### src/rtl/false_color.sv
// false_color: maps each pixel's luminance through an 8-anchor programmable
// palette, interpolating linearly between anchors, to produce false-colour RGB.
// Palette and enable are written into shadow copies at any time and move to
// the active copies only on a frame_en strobe, so a frame never mixes palettes.
//
// Ports:
//   clk          pixel clock, all logic on posedge
//   rst          asynchronous active-low reset
//   enable       requested colorize enable (shadowed every cycle)
//   frame_en     frame-boundary strobe, commits shadow to active
//   in_valid     pixel qualifier
//   in_R/G/B     input pixel
//   cfg_wr       palette write request
//   cfg_addr     anchor index 0..7
//   cfg_data     anchor colour {R,G,B}
//   cfg_ack      one-cycle acknowledge of cfg_wr
//   cfg_pending  shadow state not yet committed to active
//   out_valid    in_valid delayed by LATENCY clocks
//   out_R/G/B    output pixel (colorized or pass-through)
module false_color #(
  parameter int unsigned SEG_BITS = 5,
  parameter int unsigned LATENCY  = 3
) (
  input  logic        clk,
  input  logic        rst,
  input  logic        enable,
  input  logic        frame_en,
  input  logic        in_valid,
  input  logic [7:0]  in_R,
  input  logic [7:0]  in_G,
  input  logic [7:0]  in_B,
  input  logic        cfg_wr,
  input  logic [2:0]  cfg_addr,
  input  logic [23:0] cfg_data,
  output logic        cfg_ack,
  output logic        cfg_pending,
  output logic        out_valid,
  output logic [7:0]  out_R,
  output logic [7:0]  out_G,
  output logic [7:0]  out_B
);

  logic [23:0] sh_pal  [8];
  logic [23:0] act_pal [8];
  logic        sh_en;
  logic        act_en;

  // Stage registers
  logic [LATENCY-1:0] vld;
  logic [7:0]         y1;
  logic [23:0]        rgb1;
  logic [23:0]        lo2;
  logic [23:0]        hi2;
  logic [4:0]         frac2;
  logic [23:0]        rgb2;

  logic [9:0] ysum;
  logic [2:0] seg;

  // lo + floor((hi-lo)*frac / 32), clamped to 0..255
  function automatic logic [7:0] interp(input logic [7:0] lo, input logic [7:0] hi,
                                        input logic [4:0] frac);
    logic signed [8:0]  d;
    logic signed [13:0] p;
    logic signed [9:0]  o;
    d = $signed({1'b0, hi}) - $signed({1'b0, lo});
    p = d * $signed({1'b0, frac});
    o = $signed({2'b00, lo}) + $signed({p[13], p[13:5]});
    if (o < 0)
      interp = '0;
    else if (o > 10'sd255)
      interp = '1;
    else
      interp = o[7:0];
  endfunction

  assign ysum      = {2'b00, in_R} + {1'b0, in_G, 1'b0} + {2'b00, in_B};
  assign seg       = y1[7:SEG_BITS];
  assign out_valid = vld[LATENCY-1];

  // Palette shadow/active. A write coinciding with a commit lands in shadow
  // only, since the commit copies the pre-edge shadow contents.
  always_ff @(posedge clk or negedge rst) begin
    if (!rst) begin
      for (int unsigned k = 0; k < 8; k++) begin
        sh_pal[k]  <= {3{8'(36 * k)}};
        act_pal[k] <= {3{8'(36 * k)}};
      end
      sh_en       <= 1'b0;
      act_en      <= 1'b0;
      cfg_ack     <= 1'b0;
      cfg_pending <= 1'b0;
    end else begin
      if (frame_en) begin
        act_pal <= sh_pal;
        act_en  <= sh_en;
      end
      if (cfg_wr)
        sh_pal[cfg_addr] <= cfg_data;
      sh_en   <= enable;
      cfg_ack <= cfg_wr;
      // On commit, active_en becomes sh_en, so an enable already differing
      // from sh_en keeps pending set.
      if (frame_en)
        cfg_pending <= cfg_wr | (enable != sh_en);
      else
        cfg_pending <= cfg_pending | cfg_wr | (enable != act_en);
    end
  end

  // Three-stage pixel pipeline
  always_ff @(posedge clk or negedge rst) begin
    if (!rst) begin
      vld   <= '0;
      y1    <= '0;
      rgb1  <= '0;
      lo2   <= '0;
      hi2   <= '0;
      frac2 <= '0;
      rgb2  <= '0;
      out_R <= '0;
      out_G <= '0;
      out_B <= '0;
    end else begin
      vld  <= {vld[LATENCY-2:0], in_valid};
      // Stage 1: luminance
      y1   <= ysum[9:2];
      rgb1 <= {in_R, in_G, in_B};
      // Stage 2: anchor fetch; top segment is flat
      lo2   <= act_pal[seg];
      hi2   <= (seg == 3'd7) ? act_pal[7] : act_pal[seg + 3'd1];
      frac2 <= y1[SEG_BITS-1:0];
      rgb2  <= rgb1;
      // Stage 3: interpolate or pass through
      if (act_en) begin
        out_R <= interp(lo2[23:16], hi2[23:16], frac2);
        out_G <= interp(lo2[15:8],  hi2[15:8],  frac2);
        out_B <= interp(lo2[7:0],   hi2[7:0],   frac2);
      end else begin
        out_R <= rgb2[23:16];
        out_G <= rgb2[15:8];
        out_B <= rgb2[7:0];
      end
    end
  end

endmodule

### config.mk
export PLATFORM = sky130hd
export DESIGN_NAME = false_color
export DESIGN_NICKNAME = d
export VERILOG_FILES = /design/src/rtl/false_color.sv
export SDC_FILE = /design/constraint.sdc
export NUM_CORES = 1
export LEC_CHECK = 0
export ABC_AREA = 1
export CORE_MARGIN = 8
export CORE_UTILIZATION = 54
export DETAILED_ROUTE_END_ITERATION = 10
export GPL_TIMING_DRIVEN = 0
export PLACE_DENSITY = 0.7
export SLEW_MARGIN = 15
export SYNTH_ARGS = -nofsm -noshare
export SYNTH_HDL_FRONTEND = slang
export SYNTH_SLANG_ARGS = --single-unit
export TNS_END_PERCENT = 50
### constraint.sdc
create_clock -name clk -period 6.48 [get_ports clk]
set_input_delay 0.972 -clock clk [delete_from_list [all_inputs] [get_ports clk]]
set_output_delay 0.972 -clock clk [all_outputs]
set_load 0.05 [all_outputs]
==> results of run 1 <==
-- metal layers --
layer	track usage (%)	share of wire, %
met1	36.87	41
met2	49.29	50
met3	4.029	5.9
met4	8.484	2.6
met5	0	0.031
-- worst paths after layout --
kind,to,cells past startpoint,from,slack (ps)
setup / recovery,out_G[1],29,lo2[8],260
setup reg to reg,out_G[1],29,lo2[8],260
hold / removal,vld[0],1,rst,200
min in group clk,frac2[3],0,y1[3],350
hold reg to reg,frac2[3],0,y1[3],350
max in group asynchronous,out_B[2],4,rst,4480
-- cells by family after synthesis --
logic type                 synth area share [%]
DFF                                       46.64
AOI/OAI and AO/OA                         16.19
adders and majority gates                 11.86
buffers and inverters                     8.363
and+or+nand+nor                           13.88
muxes                                    0.9483
xor gates and xnor gates                  2.120
-- per-stage QoR --
| stage | hold WS [ps] | setup TNS (ps) | util [%] |
|---|---|---|---|
| floorplan | 331.2 | 0 | - |
| global placement | 331.3 | -8198690 | 57.66 |
| detailed placement | 336.2 | -336.8 | 57.94 |
| CTS | 185.2 | 0 | 61.43 |
| global route | 196.8 | -206.4 | 62.03 |
| finish | 197.9 | 0 | 62.03 |
-- worst register-to-register path, delay by kind of cell, from the launching register on --
family          cells  cell delay, ps
xor+xnor            2             540
buf+inv             3             290
fa+ha+maj           7            2720
compound gates      8            1380
flops               1             400
simple gates        9             750
-- area by class of cell --
cell class | instances | area share, %
antenna | 2 | 0.01541
multi-input combinational | 2154 | 40.32
tap | 688 | 2.651
clock buffer | 78 | 4.848
buffer | 169 | 2.173
inverter | 447 | 5.176
clock inverter | 21 | 0.7014
sequential | 524 | 40.94
timing repair buffer | 96 | 3.175
-- what timing repair did --
action / CTS / global route
setup buffers: 0 / 9
gates resized for setup: 5 / 52
setup endpoints to repair: 11 / 24
pin swaps: 0 / 22
-- flip-flops by register name (all words and copies together) (netlist names) --
| register | flops |
|---|---|
| out_R | 8 |
| out_G | 8 |
| cfg_ack | 1 |
| rgb1 | 24 |
| hi2 | 24 |
| sh_pal | 192 |
| out_B | 8 |
| sh_en | 1 |
| act_pal | 192 |
| lo2 | 24 |
| y1 | 8 |
| cfg_pending | 1 |
| frac2 | 5 |
| rgb2 | 24 |
| vld | 3 |
| act_en | 1 |
-- placed cells by master (no fill, tap or decap), types with 12 or more instances in the layout --
| cell | synthesis | routed |
|---|---|---|
| buf_1 | 16 | 16 |
| nand2_2 | 9 | 21 |
| inv_1 | 434 | 434 |
| a21oi_1 | 258 | 255 |
| buf_2 | 39 | 39 |
| nand2_1 | 616 | 604 |
| buf_4 | 4 | 13 |
| ha_1 | 123 | 118 |
| mux2_2 | 24 | 24 |
| o21ai_0 | 501 | 499 |
| nand3_1 | 126 | 126 |
| clkdlybuf4s50_1 | 0 | 81 |
| xnor2_1 | 31 | 27 |
| dfstp_2 | 144 | 144 |
| a221oi_1 | 24 | 24 |
| fa_1 | 92 | 90 |
| a31oi_1 | 28 | 27 |
| nor2_1 | 176 | 172 |
| clkinv_2 | 0 | 12 |
| clkbuf_1 | 109 | 122 |
| dfrtp_1 | 380 | 380 |
| o21ai_1 | 46 | 42 |
| xor2_1 | 38 | 33 |
| clkbuf_16 | 0 | 56 |
==> run metrics, run 1 <==
outcome=finished, final reports clean; first-pass GRT wire length=133,200 um; total global routing overflow=0; dpl hpwl=68,180 um; std cell rows=84; initial antenna violation count=4; Detailed Routing Iterations Pass 1=6; Antenna Violating Nets Remaining=0; Layout area overhead=13.92%; Gate Count Post-Synth=3,294; drt first-iter violations=1,853; Register Area=13,290 um^2; Clock transition at path regs=70 ps; most instantiated cells after synthesis=nand2_1 (616), o21ai_0 (501), inv_1 (434), dfrtp_1 (380), a21oi_1 (258); CP Buf/Inv Count=3; fin crit period=6217 ps; Clk Latency, worst-skew pair=620 ps; Synth top area share=33.37%; Crit-path slowest cell=fa_1; layout cells sized above 1=11.64%; nets=3,717; Min-Delay Path Class=input port to asynchronous set/reset pin; CTS tree=done; Die H=245.7 um; slowest stage delay, CP=560 ps; critical path type=register to register; mapped cell area=28,500 um^2; Max-Cap Viols=0; CP arrival=6700 ps; CTS max path bufs=3; fillers=4,470; die area=60,390 um^2; Top FF cell, synth=dfrtp_1; PnR worst setup slack=262.7 ps; total CTS buffers=53; Final Instance Count excl. Fillers=4,179; period utilization=95.95%; dpl cell area=30,320 um^2; worst slew pin tran=777.5 ps; Max H-tree Level=2; Final Skew=46.48 ps; hold_buf cts=0; final WL=86,670 um; post-synthesis sequential area ratio=46.64%; footprint of the multi-input gates=13,090 um^2; Mapped Nets=3,566; # setup viols final=0; crit start category=register; CP max FO=8; port bufs=82; endpoints failing hold=0; Placeable Area=52,340 um^2; Vias=23,320; Initial Utilization=54.45%; critical path data required time=6960 ps; Placement Setup Slack=-98.11 ps; Post-synth ARST share=100.0%; clock tree sinks=524; Inst Count DP=4,069; Synth cell types=46; number of enable flip-flop cells after synthesis=0; drt drc=0; Area contributors post-synth=dfrtp_1 (33%), dfstp_2 (13%), o21ai_0 (8.8%); most frequent cell after synthesis=nand2_1; Root Buffer Master=clkbuf_16; Slew headroom=48.16%; syn_area_per_cell=8.652 um^2; YS warnings=0; global-route usage over all layers=28.46%; chip width=245.7 um; io pins=84; Crit path max-delay family=adder cells; largest net degree at the start of global routing=113; crit end category=register; Synth area leader=dfrtp_1; vias in the first global route=23,510; drt wl/cell=20.74 um; fmax=160.8 MHz; Seq cells post-synth=524; Finished Cell Area=32,470 um^2; most frequent CP cell=nand2_1; fin. max-slew vios=0; routability congestion estimate=0.9837; vias per cell=5.580
Power of run 1 is left out: the tool's default activity adds up to more than one toggle a clock period on the data nets, which glitch-free logic cannot reach.
==> run 2: changes to the inputs <==
--- a/config.mk
+++ b/config.mk
@@ -6,12 +6,14 @@
 export NUM_CORES = 1
 export LEC_CHECK = 0
 export ABC_AREA = 1
+export CELL_PAD_IN_SITES_DETAIL_PLACEMENT = 1
+export CELL_PAD_IN_SITES_GLOBAL_PLACEMENT = 1
 export CORE_MARGIN = 8
-export CORE_UTILIZATION = 54
+export CORE_UTILIZATION = 48
 export DETAILED_ROUTE_END_ITERATION = 10
 export GPL_TIMING_DRIVEN = 0
-export PLACE_DENSITY = 0.7
-export SLEW_MARGIN = 15
+export PLACE_DENSITY = 0.79
+export SLEW_MARGIN = 20
 export SYNTH_ARGS = -nofsm -noshare
 export SYNTH_HDL_FRONTEND = slang
 export SYNTH_SLANG_ARGS = --single-unit
==> run 2 against run 1 <==
  * Cell count grew 2.4%
  * Highest routed layer is now met4
  * Largest cell class unchanged
  * First-iteration DRC count shrank 22%
  * Hold slack lost 49 ps
  * Global-route usage grew 1.4 points
==> run metrics, run 2 (synthesized netlist as in run 1, its figures left out) <==
depth of the worst register-to-register path=31; drt first-iter violations=1,451; Detailed Routing Iterations Pass 1=5; Placeable Area=58,910 um^2; GRT met1 Usage=38.66%; vias in the first global route=25,950; setup_tns=0 ps; fmax=160.8 MHz; Vias=24,000; routability congestion estimate=0.9259; port bufs=82; met2 usage=51.16%; fin crit period=6217 ps; std cell rows=89; Max-Cap Viols=0; initial antenna violation count=1; vias per cell=5.605; io pins=84; Root Buffer Master=clkbuf_16; drt drc=0; Die H=259.7 um; r2r startpoint=lo2[16]; global-route usage over all layers=29.83%; Critical path origin=lo2[16]; CP arrival=6720 ps; CTS max path bufs=3; total CTS buffers=58; hold_ws=148.9 ps; CP max FO=8; slowest stage delay, CP=600 ps; Clock transition at path regs=60 ps; M3 GR Usage=4.080%; Initial Utilization=48.38%; Max H-tree Level=2; Layout area overhead=15.55%; largest net degree at the start of global routing=101; layout cells sized above 1=12.64%; Min-Delay Path Class=input port to asynchronous set/reset pin; CTS tree=done; Final Skew=41.23 ps; Antenna Violating Nets Remaining=0; biggest regs=act_pal x192, sh_pal x192; dpl hpwl=80,390 um; Crit-path slowest cell=fa_1; critical path data required time=6980 ps; chip width=259.7 um; total global routing overflow=0; fin. max-slew vios=0; final WL=101,600 um; nets=3,728; first-pass GRT wire length=154,300 um; Slew headroom=39.73%; period utilization=95.94%; crit end category=register; most common cell after layout, fill and taps aside=nand2_1; most frequent CP cell=nand2_1; endpoints failing hold=0; crit start category=register; GR peak layer=met2; # setup viols final=0; most frequent cells in the layout=nand2_1 (606), o21ai_0 (500), inv_1 (434), dfrtp_1 (379), a21oi_1 (250); worst slew pin tran=904.0 ps; clock tree sinks=524; drt wl/cell=23.73 um; unrepaired setup endpoints after global routing=yes; outcome=finished, final reports clean; Clk Latency, worst-skew pair=640 ps; critical path type=register to register; die area=67,430 um^2
-- run 2: cell type report --
cell class | instances | area [um^2]
Fill cell | 6906 | 25980
Sequential cell | 524 | 13290
Multi-Input combinational cell | 2154 | 13280
Clock buffer | 95 | 1750
Inverter | 447 | 1678
Timing Repair Buffer | 102 | 1096
Tap cell | 773 | 967.2
Buffer | 169 | 705.7
Clock inverter | 15 | 153.9
Antenna cell | 2 | 5.005
-- run 2: routing by layer --
| layer | wire, um | vias to the layer above |
|---|---|---|
| li1 | - | 11020 |
| met1 | 43060 | 12220 |
| met2 | 50190 | 570 |
| met3 | 4710 | 183 |
| met4 | 3613 | 0 |
| met5 | 0 | - |
-- run 2: repair_timing --
item,4_1_cts,5_1_grt
pin swaps,1,29
gates resized for setup,18,70
hold buffers,0,0
setup buffers,2,12
endpoints found under the hold margin,0,0
endpoints found under the setup margin,24,24
-- run 2: final timing paths --
check	endpoint	slack, ps
max in group asynchronous	out_B[5]	4810
hold reg to reg	rgb2[13]	340
setup / recovery	out_R[4]	260
setup reg to reg	out_R[4]	260
hold / removal	sh_pal[188]	150
min in group clk	rgb2[13]	340
-- run 2: stage by stage --
step | cell area, um^2 | util, % | std cells | setup WS [ps]
6_report | 32930 | 55.90 | 4281 | 262.9
5_1_grt | 32930 | 55.89 | 4279 | -78.62
4_1_cts | 32480 | 55.14 | 4267 | -7.541
3_5_place_dp | 30460 | 51.70 | 4155 | -288.4
3_3_place_gp | 30290 | 51.42 | 4149 | -18030
2_1_floorplan | 28500 | - | 3294 | 850.1
-- run 2: worst max-delay path, delay by kind of cell (launching register included) --
family                   cells  cell delay [ps]
adder cells (fa/ha/maj)      7             2800
AND/OR/NAND/NOR             16             1650
AO/OA/AOI/OAI                5              900
flip-flops                   1              390
XOR/XNOR                     1              260
buffers and inverters        2               90
Power of run 2 is left out for the same reason.
